### src/rtl/tdm_demux.sv
// tdm_demux: time-division demultiplexer.
// One serial stream of WIDTH-bit beats, framed by a start-of-frame marker,
// fans out to NUM_CH channel registers. Beat k of a frame lands in channel k.
// A two-state HUNT/RUN machine tracks frame alignment and flags framing
// violations on sync_err.
//
// Optional feature: define TDM_DEMUX_PARITY_EN to add an even-parity input
// (in_parity) and a parity-error strobe (par_err). A beat whose parity does
// not match is dropped entirely and has no effect on framing.
//
// Handshake: there is no back-pressure. A beat is taken on every rising edge
// where in_valid is high; in_sof and in_data are ignored when in_valid is low.
module tdm_demux #(
    parameter int NUM_CH = 4,
    parameter int WIDTH  = 8
) (
    input  logic                      clk,
    input  logic                      rst,
    input  logic                      in_valid,
    input  logic                      in_sof,
    input  logic [WIDTH-1:0]          in_data,
`ifdef TDM_DEMUX_PARITY_EN
    input  logic                      in_parity,
    output logic                      par_err,
`endif
    output logic [NUM_CH*WIDTH-1:0]   out_data,
    output logic [NUM_CH-1:0]         out_valid,
    output logic                      frame_done,
    output logic                      sync_err,
    output logic                      locked
);

    localparam int SW = (NUM_CH > 1) ? $clog2(NUM_CH) : 1;

    localparam logic [SW-1:0] SLOT_ZERO = '0;
    localparam logic [SW-1:0] SLOT_ONE  = SW'(1);
    localparam logic [SW-1:0] SLOT_LAST = SW'(NUM_CH - 1);

    // Frame-alignment states; locked mirrors RUN directly.
    localparam logic [0:0] ST_HUNT = 1'b0;
    localparam logic [0:0] ST_RUN  = 1'b1;

    logic [0:0]              r_state;
    logic [SW-1:0]           r_slot;
    logic [NUM_CH*WIDTH-1:0] r_out_data;
    logic [NUM_CH-1:0]       r_out_valid;
    logic                    r_frame_done;
    logic                    r_sync_err;
    logic                    r_par_err;

    logic                    w_par_ok;
    logic [NUM_CH-1:0]       w_slot_oh;

`ifdef TDM_DEMUX_PARITY_EN
    // Even parity: in_parity must equal the XOR of all data bits.
    assign w_par_ok = (in_parity == (^in_data));
`else
    assign w_par_ok = 1'b1;
`endif

    // One-hot decode of the current slot, used to select the channel register.
    always_comb begin
        w_slot_oh = '0;
        for (int c = 0; c < NUM_CH; c++) begin
            if (r_slot == SW'(c)) begin
                w_slot_oh[c] = 1'b1;
            end
        end
    end

    // Framing state machine, channel registers and one-cycle strobes.
    always_ff @(posedge clk) begin
        if (rst) begin
            r_state      <= ST_HUNT;
            r_slot       <= SLOT_ZERO;
            r_out_data   <= '0;
            r_out_valid  <= '0;
            r_frame_done <= 1'b0;
            r_sync_err   <= 1'b0;
            r_par_err    <= 1'b0;
        end else begin
            // Strobes default low; only the branch that fires raises one.
            r_out_valid  <= '0;
            r_frame_done <= 1'b0;
            r_sync_err   <= 1'b0;
            r_par_err    <= 1'b0;

            if (in_valid && !w_par_ok) begin
                // Corrupted beat: no write, no framing effect, slot holds.
                r_par_err <= 1'b1;
            end else if (in_valid) begin
                if (r_state == ST_HUNT) begin
                    // Non-SOF beats are discarded quietly while hunting.
                    if (in_sof) begin
                        r_out_data[0 +: WIDTH] <= in_data;
                        r_out_valid[0]         <= 1'b1;
                        r_slot                 <= SLOT_ONE;
                        r_state                <= ST_RUN;
                    end
                end else begin
                    if (in_sof) begin
                        // SOF always restarts at slot 0; an SOF mid-frame
                        // abandons the partial frame and reports it.
                        if (r_slot != SLOT_ZERO) begin
                            r_sync_err <= 1'b1;
                        end
                        r_out_data[0 +: WIDTH] <= in_data;
                        r_out_valid[0]         <= 1'b1;
                        r_slot                 <= SLOT_ONE;
                    end else if (r_slot == SLOT_ZERO) begin
                        // Expected an SOF here: alignment is lost.
                        r_sync_err <= 1'b1;
                        r_state    <= ST_HUNT;
                    end else begin
                        for (int c = 1; c < NUM_CH; c++) begin
                            if (w_slot_oh[c]) begin
                                r_out_data[c*WIDTH +: WIDTH] <= in_data;
                            end
                        end
                        r_out_valid <= w_slot_oh;
                        if (r_slot == SLOT_LAST) begin
                            r_frame_done <= 1'b1;
                            r_slot       <= SLOT_ZERO;
                        end else begin
                            r_slot <= r_slot + SLOT_ONE;
                        end
                    end
                end
            end
        end
    end

    assign out_data   = r_out_data;
    assign out_valid  = r_out_valid;
    assign frame_done = r_frame_done;
    assign sync_err   = r_sync_err;
    assign locked     = (r_state == ST_RUN);
`ifdef TDM_DEMUX_PARITY_EN
    assign par_err    = r_par_err;
`endif

endmodule

### config.mk
export PLATFORM = sky130hd
export DESIGN_NAME = tdm_demux
export DESIGN_NICKNAME = d
export VERILOG_FILES = /design/src/rtl/tdm_demux.sv
export SDC_FILE = /design/constraint.sdc
export NUM_CORES = 1
export LEC_CHECK = 0
export CAP_MARGIN = 0
export CELL_PAD_IN_SITES_DETAIL_PLACEMENT = 0
export CELL_PAD_IN_SITES_GLOBAL_PLACEMENT = 1
export CORE_MARGIN = 2
export CORE_UTILIZATION = 35
export DETAILED_ROUTE_END_ITERATION = 16
export HOLD_SLACK_MARGIN = 0.15
export PLACE_DENSITY_LB_ADDON = 0.1
export SLEW_MARGIN = 20
export SYNTH_ARGS = -nofsm -noshare
export SYNTH_HDL_FRONTEND = slang
export SYNTH_SLANG_ARGS = --single-unit
### constraint.sdc
create_clock -name clk -period 2.7 [get_ports clk]
set_clock_uncertainty 0.2 [all_clocks]
set_input_delay 0.405 -clock clk [delete_from_list [all_inputs] [get_ports clk]]
set_output_delay 0.405 -clock clk [all_outputs]
set_load 0.02 [all_outputs]
# == Word-level counts from Yosys, hierarchy flattened ==
# Index checks and enable logic that the tools add are counted.
# totals
ff_bits,41
latch_bits,0
ram_bits,0
mem_bits_ro,0
inputBits,12
output_inout_bits,39
memories,0
# classes
addsub,1
n_mul,0
n_div,0
n_lt_le_gt_ge,0
eq_ne,4
n_shift,0
muxes,17
bitwise,4
n_reduce_logical,11
# ops
op,n
AND reduction 5 bit,3
two-way mux 1 bit,12
two-way mux 2 bit,5
OR reduction 5 bit,1
"equality test 2 bit, second input constant",2
inverter 1 bit,4
nonzero test 2 bit,2
AND reduction 3 bit,1
OR reduction 3 bit,1
"adder 2 x 1 -> 2 bit, second input constant",1
"equality test 2 x 1 -> 1 bit, second input constant",1
logical NOT 2 bit,1
"!= test 2 bit, second input constant",1
AND reduction 2 bit,1
OR reduction 2 bit,1

# == Depth between registers and ports, before layout ==
# logic_depth
ltp_word,5
mapped_depth,8
depth_no_buf,7

# == Worst setup path before layout ==
# Ideal clock, no wire load.
# synth_path
kind,register -> register
start,register r_slot[0]
end,"register r_out_data[24], in the netlist out_data[24]"
arrival_time_ps,1388
setup_slack_ps,1042
path_stages_with_launch,9
path_buffers,1
period_less_slack_ps,1658
path_cell_list,dfxtp_1 -> inv_1 -> ha_1 -> inv_1 -> ha_1 -> and4_1 -> buf_2 -> nand2_1 -> a21oi_1
# synth_between
elab_chain_len,3
elab_cells_between_ends,5
classes_between,eq/ne (1); mux (1); bitwise (1); reduce/logical (2)
# synth_rtl
element,line,text
from (decl),44,logic [SW-1:0] r_slot;
from (signal assigned),125,r_slot <= r_slot + SLOT_ONE;
equality test 2 bit / logical NOT 2 bit (equally long branches),"65, 110",
two-way mux 1 bit / inverter 1 bit (equally long branches),n/a,
AND reduction 5 bit (no line) (*),n/a,
"to (signal, indexed assignment)",95,r_out_data[0 +: WIDTH] <= in_data;
"to (signal, indexed assignment)",107,r_out_data[0 +: WIDTH] <= in_data;
"to (signal, indexed assignment)",117,r_out_data[c*WIDTH +: WIDTH] <= in_data;
to (decl),45,logic [NUM_CH*WIDTH-1:0] r_out_data;
# Mark *: on every way between the ends. The rest lies on a longest branch, timed or not.
# A chain may end at the register's enable or synchronous reset.

# == Final worst setup path ==
# layout_path
start,"register r_state, in the netlist locked"
end,output locked
# layout_rtl
element,line,text
from (decl),43,logic [0:0] r_state;
from (signal assigned),74,r_state <= ST_HUNT;
from (signal assigned),98,r_state <= ST_RUN;
from (signal assigned),113,r_state <= ST_HUNT;
to (decl),30,output logic locked
# No word-level cell between the ends.

==> impl_metrics.env <==
export IMPL_status="finished, final reports clean"
export IMPL_drt_first_pass_iters=4
export IMPL_hold_slack_ns=0.254
export IMPL_fp_dieH_um=70.3
export IMPL_worstMarginPinSlew_ns=0.404
export IMPL_ys_seq_area_share_pct=52.1
export IMPL_whs_path_depth=2
export IMPL_start_util_pct=35.8
export IMPL_yosysTopAreaCell="dfxtp_1"
export IMPL_relSlewSlack_pct=73.0
export IMPL_fmax_ghz=0.466
export IMPL_ys_warn_count=0
export IMPL_min_period_ns=2.15
export IMPL_grt_pass1_wl_um=6220
export IMPL_syn_area_per_cell_um2=8.44
export IMPL_cts_tree="done"
export IMPL_htreeDepth=2
export IMPL_power_density_nw_per_um2=504
export IMPL_grt_overflow_total=0
export IMPL_io_pins=51
export IMPL_core_area_um2=4290
export IMPL_fin_total_pwr_w=0.00107
export IMPL_cts_root_buffer="clkbuf_8"
export IMPL_synth_area_um2=1540
export IMPL_critical_path_required_ns=2.10
export IMPL_yosys_cell_types_count=22
export IMPL_synth_compound_area_share_pct=13.3
export IMPL_finalWirelength_um=3740
export IMPL_grt_max_degree=21
export IMPL_layout_common_cells="66 x nand2_1, 50 x clkdlybuf4s50_1, 40 x dfxtp_1, 34 x a21oi_1, 6 x ha_1"
export IMPL_vias_per_cell=4.82
export IMPL_globalplace_congestion=0.830
export IMPL_critPathSlowestCell="clkdlybuf4s50_1"
export IMPL_first_global_vias=1226
export IMPL_synthCells=182
export IMPL_grt_util_met3_pct=5.48
export IMPL_n_antenna_cell=0
export IMPL_synth_area_leaders="dfxtp_1 52%, nand2_1 16%, a21oi_1 11%"
export IMPL_crit_type="register to output pin"
export IMPL_peakVddDrop_v=0.000282
export IMPL_drv_cap=0
export IMPL_hold_buffers=0
export IMPL_synth_top_family_by_area="simple AND/OR/NAND/NOR gates"
export IMPL_synthMuxAreaShare_pct=0
export IMPL_multi_input_area_um2=646
export IMPL_drc=0
export IMPL_crit_family="buffers and inverters"
export IMPL_synthAdderAreaFrac_pct=4.89
export IMPL_syn_nets=200
export IMPL_hpwl_um=2630
export IMPL_finalSetupTns_ns=0
export IMPL_grtUsageMet1_pct=22.3
export IMPL_dr_total_vias=1360
export IMPL_finalMaxSlewViolations=0
export IMPL_end_kind="output pin"
export IMPL_worst_path_largest_cell_delay_ns=0.68
export IMPL_met2_usage_pct=24.0
export IMPL_crit_buf_inv=1
export IMPL_synth_xor_area_share_pct=0
export IMPL_drt_iter0_markers=67
export IMPL_antenna_found_initial=0
export IMPL_ant_nets=0
export IMPL_fin_area_um2=2120
export IMPL_synth_top_area_share_pct=52.1
export IMPL_num_rows=24
export IMPL_cp_arrival_ns=1.54
export IMPL_fp_dieArea_um2=4940
export IMPL_cts_resized=0
export IMPL_nFillCells=425
export IMPL_finalHoldViolCount=0
export IMPL_clock_latency_ns=0.29
export IMPL_cts_sinks=40
export IMPL_cts_buffer_depth=2
export IMPL_critPathMaxFanout=13
export IMPL_numCtsBuffers=5
export IMPL_post_cts_buffers=0
export IMPL_seqCellArea_um2=801
export IMPL_track_usage_pct=16.1
export IMPL_rr_worst_depth=7
export IMPL_hp_class="register to register"
export IMPL_fin_nets=248
export IMPL_ys_ff_latch=40
export IMPL_crit_cells=1
export IMPL_place_area_um2=2040
export IMPL_drive_above_1_share_pct=4.78
export IMPL_timing_final_crit_share_pct=79.5
export IMPL_setup_violations=0
export IMPL_die_w_um=70.3
export IMPL_post_drt_wl_per_cell_um=13.3
export IMPL_grt_setup_unrepaired="false"
export IMPL_top_usage_layer="met2"
export IMPL_synth_simple_gate_area_share_pct=23.9
export IMPL_crit_path_cell_trace="clkdlybuf4s50_1"
export IMPL_post_route_util_pct=49.4
export IMPL_final_common_cell="nand2_1"
export IMPL_clkSlewWorstSetupHoldPaths_ns=0.07
export IMPL_numPortBuffers=50
export IMPL_synthToLayoutAreaGrowth_pct=37.9
export IMPL_setup_worst_path_start_class="register"
export IMPL_p_leak_nw=0.743
-- where the power goes --
group          leakage, nW  switching [W]  internal (W)
Combinational        0.379      0.0000516     0.0000413
Sequential           0.324     0.00000810      0.000598
Clock               0.0410       0.000193      0.000176
-- registers in the layout (all words and copies together), names as in the netlist --
name	cells
out_data	32
out_valid	4
r_slot	2
locked	1
sync_err	1
-- final cells by class --
cell class	instances	area share, %
Sequential cell	40	37.8
Multi-Input combinational cell	127	30.5
Timing Repair Buffer	52	24.3
Clock buffer	6	3.42
Tap cell	52	3.07
Inverter	4	0.708
Clock inverter	1	0.236
-- Yosys cell counts --
library cell and instances:
inv_1 4, nor4_1 1, and4_1 3, or2_1 1
and2_4 1, nand4_1 4, a21o_1 1, nor2_1 1
and2b_1 1, a21oi_1 34, clkbuf_1 2, nor2_2 1
o2111a_1 1, buf_2 3, a311oi_2 1, buf_6 2
buf_4 4, nand2_1 66, ha_1 6, dfxtp_1 40
nor3_1 2, and2_1 3
-- routing by layer --
metal | part of all wire [%] | vias to the layer above
met5 | 0 | -
met4 | 1.0 | 0
met3 | 6.2 | 7
met2 | 45 | 43
met1 | 48 | 619
li1 | - | 691
-- cell families (layout without fill, tap and decap cells) --
kind of cell    count (synthesis)  after routing
buf+inv                        15             63
simple gates                   84             84
flops                          40             40
fa+ha+maj                       6              6
compound gates                 37             37
-- final timing paths --
kind	endpoint	startpoint	slack, ns
setup / recovery	locked	locked$_SDFFE_PP0P_	0.55
hold / removal	out_data[29]$_SDFFE_PP0P_	out_data[29]$_SDFFE_PP0P_	0.25
setup reg to reg	out_data[21]$_SDFFE_PP0P_	r_slot[0]$_SDFFE_PP0P_	0.76
hold reg to reg	out_data[29]$_SDFFE_PP0P_	out_data[29]$_SDFFE_PP0P_	0.25
-- per-stage QoR --
| step | setup slack, ns | std cells |
|---|---|---|
| after CTS | 0.551 | 282 |
| after floorplan | 1.04 | 182 |
| after global routing | 0.474 | 282 |
| after detailed placement | 0.458 | 275 |
| after global placement | 0.546 | 275 |
| final | 0.553 | 282 |
(Power assumes the default switching activity.)
